<file path="src/rtl/eth_pkg.sv">
// Shared Ethernet definitions for the receive-side destination-MAC filter.
package eth_pkg;

  typedef logic [47:0] mac_addr_t;

  localparam mac_addr_t  MAC_BCAST        = 48'hFFFF_FFFF_FFFF;
  localparam int         ETH_HDR_DA_BYTES = 6;
  localparam logic [2:0] HDR_LAST_IDX     = 3'd5;

  typedef enum logic [1:0] {
    HDR   = 2'd0,
    FLUSH = 2'd1,
    PASS  = 2'd2,
    DROP  = 2'd3
  } filter_state_t;

  // Destination address comparison, optionally also admitting broadcast.
  function automatic logic mac_match(input mac_addr_t da, input mac_addr_t addr,
                                     input logic bcast_en);
    return (da == addr) || (bcast_en && (da == MAC_BCAST));
  endfunction

endpackage

</file>
<file path="src/rtl/mac_filter.sv">
// Byte-wide AXI4-Stream destination-MAC filter: buffers the 6-byte DA, replays it
// for matching frames and then passes the payload through; non-matching frames are sunk.
module mac_filter
  import eth_pkg::*;
#(
  parameter mac_addr_t MAC_ADDR     = 48'hDEADBEEF1234,
  parameter logic      ACCEPT_BCAST = 1'b0
) (
  input  logic       clk,
  input  logic       rst_n,
  input  logic       in_tvalid,
  output logic       in_tready,
  input  logic [7:0] in_tdata,
  input  logic       in_tlast,
  output logic       out_tvalid,
  input  logic       out_tready,
  output logic [7:0] out_tdata,
  output logic       out_tlast
);

  filter_state_t state_r, state_nxt;
  logic [2:0]    cnt_r, cnt_nxt;
  logic [2:0]    idx_s;
  logic [7:0]    hdr_buf_r [ETH_HDR_DA_BYTES];
  logic          last_r, last_nxt;
  logic          run_r;
  logic          ov_r, ov_nxt;
  logic [7:0]    od_r, od_nxt;
  logic          ol_r, ol_nxt;
  logic          in_hs_s;
  mac_addr_t     da_s;

  assign in_hs_s = in_tvalid & in_tready;
  assign da_s    = {hdr_buf_r[0], hdr_buf_r[1], hdr_buf_r[2], hdr_buf_r[3], hdr_buf_r[4], in_tdata};
  assign idx_s   = cnt_r + 3'd1;

  // Port drive: payload is a combinational pass-through, header replay comes from registers.
  always_comb begin
    in_tready  = 1'b0;
    out_tvalid = ov_r;
    out_tdata  = od_r;
    out_tlast  = ol_r;
    case (state_r)
      HDR:   in_tready = run_r;
      FLUSH: in_tready = 1'b0;
      PASS: begin
        in_tready  = out_tready;
        out_tvalid = in_tvalid;
        out_tdata  = in_tdata;
        out_tlast  = in_tlast;
      end
      DROP:    in_tready = run_r;
      default: in_tready = 1'b0;
    endcase
  end

  // Next-state and next registered-output logic.
  always_comb begin
    state_nxt = state_r;
    cnt_nxt   = cnt_r;
    last_nxt  = last_r;
    ov_nxt    = ov_r;
    od_nxt    = od_r;
    ol_nxt    = ol_r;
    case (state_r)
      HDR: begin
        if (in_hs_s) begin
          if (cnt_r == HDR_LAST_IDX) begin
            cnt_nxt = 3'd0;
            if (mac_match(da_s, MAC_ADDR, ACCEPT_BCAST)) begin
              state_nxt = FLUSH;
              last_nxt  = in_tlast;
              ov_nxt    = 1'b1;
              od_nxt    = hdr_buf_r[0];
              ol_nxt    = 1'b0;
            end else if (in_tlast) begin
              state_nxt = HDR;
            end else begin
              state_nxt = DROP;
            end
          end else if (in_tlast) begin
            cnt_nxt = 3'd0;
          end else begin
            cnt_nxt = idx_s;
          end
        end else begin
          cnt_nxt = cnt_r;
        end
      end
      FLUSH: begin
        // cnt_r doubles as the replay index while the header drains.
        if (out_tready) begin
          if (cnt_r == HDR_LAST_IDX) begin
            cnt_nxt   = 3'd0;
            ov_nxt    = 1'b0;
            od_nxt    = 8'd0;
            ol_nxt    = 1'b0;
            state_nxt = last_r ? HDR : PASS;
          end else begin
            cnt_nxt = idx_s;
            od_nxt  = hdr_buf_r[idx_s];
            ol_nxt  = (idx_s == HDR_LAST_IDX) && last_r;
          end
        end else begin
          cnt_nxt = cnt_r;
        end
      end
      PASS: begin
        if (in_hs_s && in_tlast) begin
          state_nxt = HDR;
          cnt_nxt   = 3'd0;
        end else begin
          state_nxt = PASS;
        end
      end
      DROP: begin
        if (in_hs_s && in_tlast) begin
          state_nxt = HDR;
        end else begin
          state_nxt = DROP;
        end
      end
      default: begin
        state_nxt = HDR;
        cnt_nxt   = 3'd0;
      end
    endcase
  end

  // State, counter and registered output stage.
  always_ff @(posedge clk or negedge rst_n) begin
    if (!rst_n) begin
      state_r <= HDR;
      cnt_r   <= 3'd0;
      last_r  <= 1'b0;
      run_r   <= 1'b0;
      ov_r    <= 1'b0;
      od_r    <= 8'd0;
      ol_r    <= 1'b0;
    end else begin
      state_r <= state_nxt;
      cnt_r   <= cnt_nxt;
      last_r  <= last_nxt;
      run_r   <= 1'b1;
      ov_r    <= ov_nxt;
      od_r    <= od_nxt;
      ol_r    <= ol_nxt;
    end
  end

  // Header capture buffer.
  always_ff @(posedge clk or negedge rst_n) begin
    if (!rst_n) begin
      for (int i = 0; i < ETH_HDR_DA_BYTES; i++) hdr_buf_r[i] <= 8'd0;
    end else if ((state_r == HDR) && in_hs_s) begin
      hdr_buf_r[cnt_r] <= in_tdata;
    end else begin
      for (int i = 0; i < ETH_HDR_DA_BYTES; i++) hdr_buf_r[i] <= hdr_buf_r[i];
    end
  end

endmodule

</file>
<file path="config.mk">
export PLATFORM = sky130hd
export DESIGN_NAME = mac_filter
export DESIGN_NICKNAME = d
export VERILOG_FILES = /design/src/rtl/eth_pkg.sv /design/src/rtl/mac_filter.sv
export SDC_FILE = /design/constraint.sdc
export NUM_CORES = 1
export LEC_CHECK = 0
export BUFFER_PORTS_ARGS = -buffer_cell sky130_fd_sc_hd__buf_2
export CELL_PAD_IN_SITES_DETAIL_PLACEMENT = 1
export CELL_PAD_IN_SITES_GLOBAL_PLACEMENT = 1
export CORE_AREA = 3 3 99 101
export DETAILED_ROUTE_END_ITERATION = 7
export DIE_AREA = 0 0 102 104
export GPL_ROUTABILITY_DRIVEN = 0
export PLACE_DENSITY_LB_ADDON = 0.1
export SLEW_MARGIN = 25
export SYNTH_ARGS = -nofsm -noshare
export SYNTH_HDL_FRONTEND = slang
export SYNTH_SLANG_ARGS = --single-unit
</file>
<file path="constraint.sdc">
create_clock -name clk -period 2.93 [get_ports clk]
set_input_delay 0.293 -clock clk [delete_from_list [all_inputs] [get_ports clk]]
set_output_delay 0.293 -clock clk [all_outputs]
set_load 0.1 [all_outputs]
</file>
* Word-level counts from Yosys, hierarchy flattened
Cells that the tools add are included.
** Storage, ports and cells
- Input bits :: 13
- Output and inout port bits :: 11
- Bits in registers :: 65
- Word-level logic and storage cells :: 90
** Cells by class
- Mux-type cells :: 45
- Equality and inequality tests :: 12
- Reduce and logical (&&, ||, !) cells :: 13
- Magnitude comparators :: 3
- Add/subtract/negate cells :: 1
- Bitwise gates (word level) :: 3
** Operators by type and width (count)
- 8-bit two-way mux :: 9
- 48-bit bitwise mux :: 1
- 48-bit == test (second input constant) :: 1
- 8-bit binary-select mux with 3-bit select :: 1
- 8-bit demux with 3-bit select :: 1
- 2-bit two-way mux :: 9
- 3-bit two-way mux :: 6
- 8-bit one-hot mux with 2 select lines :: 1
- 1-bit two-way mux :: 12
- 2-bit inequality test (second input constant) :: 6
- 4-bit AND reduction :: 3
- 3-bit one-hot mux with 3 select lines :: 1
- 4-bit >= comparator (second input constant) :: 2
- 3-bit inverter with 4-bit output :: 2
- 2-bit one-hot mux with 4 select lines :: 1
- 3-bit == test (second input constant) :: 2
- 6-bit AND reduction :: 1
- 5-bit AND reduction :: 1
- 2-bit == test (second input constant) :: 2
- 1-bit logical AND :: 4
- 4-bit by 1-bit less-than comparator with 1-bit output (second input constant) :: 1
- 1-bit one-hot mux with 2 select lines :: 2
- 3-bit by 1-bit adder with 3-bit output (second input constant) :: 1
- 1-bit one-hot mux with 3 select lines :: 1
- 6 further kinds :: 6

* Longest topological paths before layout
Gate-level depths: netlist (run 1).
- Depth in word-level cells :: 8
- Mapped depth :: 8
- Depth with buffers taken out :: 7

* Worst setup path before layout (run 1)
OpenSTA, ideal clock, no wires.
- Kind :: register to output
- Start :: register state_r[0]
- End :: output in_tready
- Cell stages (with the launch flop) :: 5
- Slack :: 242 ps
- Arrival :: 2395 ps
- Data required time :: 2637 ps
- Buffers on the path :: 2
- Cells stage by stage :: dfrtp_1 ha_1 clkbuf_1 clkbuf_1 a21oi_1
** On the way
- Longest elaborated chain between the ends :: 3
- Elaborated cells on any way between the ends :: 6
- Those cells by class :: eq/ne: 3; mux: 1; reduce/logical: 2
** RTL lines
- from (decl) :: RTL line mac_filter.sv:21 : filter_state_t state_r, state_nxt;
- from (signal assigned) :: RTL line mac_filter.sv:141 : state_r <= state_nxt;
- 2-bit == test or 2-bit logical NOT (tied branches) :: RTL line mac_filter.sv:43 : case (state_r)
- 2-bit OR reduction (no source line)
- 1-bit one-hot mux with 3 select lines * :: RTL line mac_filter.sv:43
- to (decl) :: RTL line mac_filter.sv:12 : output logic in_tready,
Every way passes the cells marked *; elsewhere a longest branch is shown, timed or not.

* Worst setup path in the final report (run 1)
- Start :: register state_r[0]
- End :: register hdr_buf_r[0] (netlist bit)
** On the way
- Longest elaborated chain between the ends :: 5
- Elaborated cells on any way between the ends :: 8
- Those cells by class :: eq/ne: 3; mux: 1; bitwise: 1; reduce/logical: 3
** RTL lines
- 2-bit == test or 2-bit logical NOT (tied branches) :: RTL line mac_filter.sv:43, mac_filter.sv:155
- 2-bit OR reduction (no source line)
- 1-bit one-hot mux with 3 select lines :: RTL line mac_filter.sv:43
- 1-bit bitwise AND :: RTL line mac_filter.sv:33 : assign in_hs_s = in_tvalid & in_tready;
- 1-bit logical AND * :: RTL line mac_filter.sv:155 : end else if ((state_r == HDR) && in_hs_s) begin
- to (signal, indexed assignment) :: RTL line mac_filter.sv:156 : hdr_buf_r[cnt_r] <= in_tdata;
- to (decl) :: RTL line mac_filter.sv:24 : logic [7:0] hdr_buf_r [ETH_HDR_DA_BYTES];
Marks and branches as above.
A chain may end at the register's enable or synchronous reset.

==> results by group, run 1 <==
Setup path
  – R2r setup slk: around 370 ps
  – R2R cell count: 7
  – RR Startpoint: state_r[0]$_DFFE_PN0P_
  – Worst setup SP type: flip-flop
  – Reg-to-reg endpoint: hdr_buf_r[0]$_DFFE_PN0P_
  – Worst Path Arrival: 2780 ps
  – Required time of the critical path: 3150 ps
  – Setup CP Type: flip-flop to flip-flop
  – Worst Path Max Fanout: 8
  – CP endpoint kind: flip-flop

Synth
  – Post-synth EDFFs: 0
  – Dominant synthesized flop cell: dfrtp_1
  – Async SR Flop Fraction: 100%
  – Commonest cells post-synth: dfrtp_1 (65), mux2_1 (32), mux2_2 (26)
  – Cell with the most instances after synthesis: dfrtp_1
  – Mapped Area: 0.00357 mm²
  – Synthesis-stage register bit count: 65
  – Syn nets: around 310
  – Synth top area share: between 40% and 50%
  – Syn. warnings: 0
  – Synth unique cells: slightly below 50
  – Synthesized instance count: 287
  – Avg Inst Size Synth: 12.4 µm²
  – Post-synthesis sequential area ratio: 45.6%
  – Ranking of synthesized cells by area: dfrtp_1 (46%), mux2_1 (10%), mux2_2 (8.2%), mux2i_1 (6.7%), mux2_4 (3.8%)
  – Leading area contributor after synthesis: dfrtp_1

Route
  – DR pass1 iterations: 4
  – Vias per cell: 5.68
  – Routed length per placed instance: 22.1 µm
  – DR vias: between 2000 and 2500
  – Post-route ant nets: 0
  – Drt total wl: 9590 µm
  – DR iter-0 viols: 113
  – DRC errors left: 0

Die
  – Num ports: 24
  – Rows: 35
  – Chip width: 102 µm
  – Die Y-Extent: roughly 100 µm
  – DIE AREA: 0.0106 mm²
  – Initial Util: around two fifths
  – Core Area: 0.00911 mm²

Global route
  – Largest net degree at the start of global routing: 66
  – Initial antenna violation count: 0
  – First-pass GRT wire length: 15100 µm
  – Gr ovfl total: 0
  – Vias in the first global route: between 2000 and 3000
  – Total track usage: 19.0%

Job
  – Max-Cap Viols: 0

Power
  – PD cells: 928 mW/mm²
  – VDD IR-drop max: 373 µV
  – Pleak: ~1.9 nW

CTS
  – CTS resizes: 0
  – Clock transition at path regs: 80 ps
  – CTS tree: done
  – Worst-Skew Late Latency: 340 ps
  – H-Tree Depth: 3
  – Post CTS Setup Buffer Count: 0
  – Longest Clk Path Bufs: 2
  – CTS root buf: clkbuf_8
  – CTS Sinks: 65
  – CTS buffer count: 9
  – Cts-stage hold buffer count: 0

Cells and area
  – Synthesis-to-finish area growth: 14.0%
  – Area of the multi-input gates: 0.00184 mm²
  – Fin util: 44.6%
  – Antenna diode instance count: 0
  – Register Area: 0.00163 mm²
  – Finished Layout Cells: 435
  – Layout cells sized above 1: approximately 29%
  – Fillers: between 900 and 1000
  – Nets@finish: 339

Timing
  – Slew Limit Fails: 0
  – Worst slew margin: roughly 43%
  – Setup TNS: 0 ps
  – Endpoints failing hold: 0
  – Skew final: 13.4 ps
  – Minimum clock period: 2560 ps
  – RSZ-0062 raised after global routing: no
  – Setup violators final: 0
  – Slew at the pin closest to its max-slew limit: between 800 and 900 ps
  – Maximum clock frequency: a little under 400 MHz
  – Hold WS: 137 ps
  – Final period utilization: 87.4%

Run status
  – Outcome: finished, final reports clean

Place
  – Buffers on Ports: 23
  – Placed Cells: 419
  – Post-DP HPWL: 6800 µm

Worst hold path
  – Hold Crit Class: primary input to asynchronous set/reset pin
## logic make-up (layout without fill, tap and decap cells)
family                   Yosys count  count (layout)  share of synthesized area [%]
adder cells (fa/ha/maj)            7               7                           2.46
AO/OA/AOI/OAI                     38              38                           8.42
multiplexers                      91              91                           28.8
other                              1               1                          0.105
XOR/XNOR                           1               1                          0.246
flip-flops                        65              65                           45.6
buffers and inverters             23              60                           2.81
AND/OR/NAND/NOR                   61              61                           11.5
## routing by layer
metal	up-vias	share of wire [%]	track usage (%)
li1	1138	-	-
met1	1287	48	26.3
met2	35	49	30.6
met3	9	2.3	2.82
met4	0	1.3	5.62
met5	-	0	0
## state kept, by name (all words and copies together) (netlist names)
signal and cells:
hdr_buf_r 8, ol_r 1, cnt_r 3, ov_r 1, od_r 8, da_s 40, run_r 1, last_r 1
state_r 2
## cell type report
type / instances / area share, %
Multi-Input combinational cell: 199 / 45.3
Sequential cell: 65 / 40.0
Timing Repair Buffer: 35 / 5.05
Clock buffer: 11 / 3.48
Tap cell: 111 / 3.42
Clock inverter: 5 / 1.94
Inverter: 9 / 0.831
## worst max-delay path by stage
stage | slack, ps | endpoint | cells past startpoint | from
floorplan | 240 | in_tready | 4 | state_r[0]$_DFFE_PN0P_
global placement | 440 | hdr_buf_r[3]$_DFFE_PN0P_ | 7 | state_r[0]$_DFFE_PN0P_
detailed placement | 380 | hdr_buf_r[0]$_DFFE_PN0P_ | 7 | state_r[0]$_DFFE_PN0P_
CTS | 350 | hdr_buf_r[1]$_DFFE_PN0P_ | 7 | state_r[0]$_DFFE_PN0P_
global route | 210 | hdr_buf_r[5]$_DFFE_PN0P_ | 7 | state_r[0]$_DFFE_PN0P_
finish | 370 | hdr_buf_r[0]$_DFFE_PN0P_ | 7 | state_r[0]$_DFFE_PN0P_
## metrics by stage
step,total power [mW],setup WS (ps),cell area (µm²)
6_report,3.77,370,4060
5_1_grt,3.98,212,4060
4_1_cts,3.81,351,4060
3_5_place_dp,2.94,385,3840
3_3_place_gp,2.91,440,3840
2_1_floorplan,2.53,242,3570
## critical path, stage by stage, from the launching register on
cell      delay [ps]
dfrtp_1          390
inv_1             80
ha_1             330
nand2b_4         160
a211oi_2         240
nand2_1          120
or4_1            700
mux2_1           420
## placed cells by master (no fill, tap or decap), types with 2 or more instances in the layout
cell type,instances
dfrtp_1,65
mux2_1,32
mux2_2,26
mux2i_1,24
buf_2,23
nand2_1,13
buf_4,12
nand2b_1,10
clkbuf_8,10
inv_1,9
mux2_4,9
o22a_1,8
o221ai_1,8
nor2_1,7
ha_1,7
nand4b_1,5
o21ai_0,5
a21oi_1,4
nand4_1,4
or4_1,4
nand4bb_1,3
nand3_1,2
nor4_1,2
nor3_1,2
bufinv_16,2
clkinv_2,2
## power by group
part / total, mW / internal [mW] / switching, mW / leakage [nW]
Combinational: 1.55 / 0.601 / 0.951 / 0.887
Clock: 0.864 / 0.502 / 0.363 / 0.113
Sequential: 1.35 / 1.13 / 0.226 / 0.868
Total: 3.77 / 2.23 / 1.54 / 1.87
Note: power is estimated with default switching activity, not from simulation.
==> run 2: changes to the inputs <==
==> constraint.sdc (replaced) <==
create_clock -name clk -period 2.5 [get_ports clk]
set_input_delay 0.25 -clock clk [delete_from_list [all_inputs] [get_ports clk]]
set_output_delay 0.25 -clock clk [all_outputs]
set_load 0.1 [all_outputs]
==> results by group, run 2 (same netlist as run 1, synthesis figures left out) <==
Die
  – DIE AREA: around 0.011 mm²
  – Rows: 35
  – Die Y-Extent: roughly 100 µm
  – Initial Util: 39.1%
  – Num ports: 24
  – Chip width: around 100 µm
  – Core Area: 0.00911 mm²

Setup path
  – CP endpoint kind: flip-flop
  – CP max-delay cell: or4_1
  – WP buf/inv: 1
  – R2r setup slk: about 22 ps
  – Critical Path, Cell by Cell: inv_1 > ha_1 > nand2b_4 > a211oi_2 > nand2_1 > or4_1 > mux2_1
  – Required time of the critical path: 2730 ps
  – Setup CP Type: flip-flop to flip-flop
  – Worst Path Max Fanout: 8
  – Worst Path Arrival: 2710 ps
  – CP delay by family, top: simple AND/OR/NAND/NOR gates
  – Worst setup SP type: flip-flop
  – Max incr delay on CP: between 600 and 700 ps

Timing
  – Setup violators final: 0
  – Final period utilization: 99.1%
  – Final WS setup: 21.7 ps
  – Skew final: 12.1 ps
  – Slew Limit Fails: 0
  – Setup TNS: 0 ps
  – Hold WS: between 200 and 300 ps
  – Worst slew margin: 54.6%
  – Slew at the pin closest to its max-slew limit: 681 ps
  – Maximum clock frequency: around 400 MHz
  – Endpoints failing hold: 0
  – Minimum clock period: 2480 ps
  – RSZ-0062 raised after global routing: yes

CTS
  – CTS Sinks: 65
  – CTS root buf: clkbuf_8
  – CTS tree: done
  – Longest Clk Path Bufs: 2
  – CTS buffer count: 9
  – Worst-Skew Late Latency: 350 ps
  – Clock transition at path regs: 70 ps
  – H-Tree Depth: 3
  – Post CTS Setup Buffer Count: 0

Place
  – Post-DP HPWL: roughly 7000 µm
  – Buffers on Ports: 23
  – Placed instance area: roughly 0.004 mm²
  – Placement Setup Slack: -6.40 ps
  – Placed Cells: between 400 and 500

Route
  – DRC errors left: 0
  – DR pass1 iterations: 4
  – Drt total wl: 9820 µm
  – Post-route ant nets: 0
  – Routed length per placed instance: 22.4 µm
  – DR vias: around 2500
  – Vias per cell: 5.72
  – DR iter-0 viols: 98

Cells and area
  – Antenna diode instance count: 0
  – Nets@finish: between 300 and 400
  – Commonest non-fill, non-tap cell in the layout: dfrtp_1
  – Layout cells sized above 1: 30.5%
  – Most frequent cells in the layout: dfrtp_1 (65), mux2_1 (32), mux2_2 (26), mux2i_1 (24), buf_2 (23)
  – Synthesis-to-finish area growth: 14.6%
  – Post-route cell area: 0.00409 mm²
  – Fin util: 44.9%
  – Max reg flops: 40
  – Finished Layout Cells: 439

Global route
  – Vias in the first global route: 2689
  – Initial antenna violation count: 0
  – First-pass GRT wire length: approximately 16000 µm
  – Largest net degree at the start of global routing: 39
  – Gr ovfl total: 0
  – Total track usage: about a fifth

Job
  – Max-Cap Viols: 0

Power
  – Total power: 4.23 mW
  – Sw Pwr: 1.84 mW
  – Combinational share of power: between 40% and 50%
  – Clock network power share: roughly 18%
  – Sw frac: 43.5%
  – Register share of total power: 37.7%
  – VDD IR-drop max: 536 µV
  – Pleak: 1.88 nW
  – PD cells: 1030 mW/mm²
  – Internal: between 2 and 2.5 mW

Worst hold path
  – Hold Crit Class: primary input to flip-flop

Run status
  – Outcome: finished, final reports clean
## run 2: cell count changes in the layout (fill, tap and decap cells not counted), moves of 2 or more
| cell | change |
|---|---|
| buf_4 | +3 |
| or4_1 | -2 |
| bufinv_16 | -2 |
| or4_4 | +2 |
## run 2: what timing repair did
action                     4_1_cts  5_1_grt
pin swaps                        0        0
setup endpoints to repair       10       33
hold buffers                     1        0
gates cloned                     1        0
hold endpoints to repair        27        0
resized for setup                2        3
## run 2: metal layers
metal / global-route usage (%) / vias up / wire (µm)
li1: - / 1155 / -
met1: 28.5 / 1303 / 4740
met2: 29.9 / 42 / 4590
met3: 4.23 / 9 / 376
met4: 4.59 / 0 / 117
met5: 0 / - / 0
## run 2: power groups by stage
stage | registers [mW] | clock network (mW) | logic, mW
2_1_floorplan | 1.49 | 0 | 1.47
3_3_place_gp | 1.60 | 0 | 1.84
3_5_place_dp | 1.61 | 0 | 1.87
4_1_cts | 1.59 | 0.786 | 1.88
5_1_grt | 1.63 | 0.824 | 2.01
6_report | 1.59 | 0.762 | 1.87
## run 2: path summary, 6_finish.rpt
check / start / end / depth (start not counted)
setup / recovery: state_r[1]$_DFFE_PN0P_ / da_s[29]$_DFFE_PN0P_ / 7
hold / removal: in_tdata[6] / da_s[22]$_DFFE_PN0P_ / 2
setup reg to reg: state_r[1]$_DFFE_PN0P_ / da_s[29]$_DFFE_PN0P_ / 7
hold reg to reg: hdr_buf_r[3]$_DFFE_PN0P_ / hdr_buf_r[3]$_DFFE_PN0P_ / 1
max in group asynchronous: rst_n / da_s[9]$_DFFE_PN0P_ / 3
min in group asynchronous: rst_n / hdr_buf_r[4]$_DFFE_PN0P_ / 2
## run 2: final cells by class
cell class	instances	area, µm²
clock buffers	10	128
clock inverters	4	22.5
fillers	990	5020
inverters	9	33.8
multi-input cells	200	1880
flip-flops and latches	65	1630
well taps	111	139
repair buffers	40	258
## run 2: worst register-to-register path, cell delays in order, from the launching register on
cell and delay [ps]:
dfrtp_1 400, inv_1 110, ha_1 270, nand2b_4 170
a211oi_2 240, nand2_1 130, or4_1 650, mux2_1 390
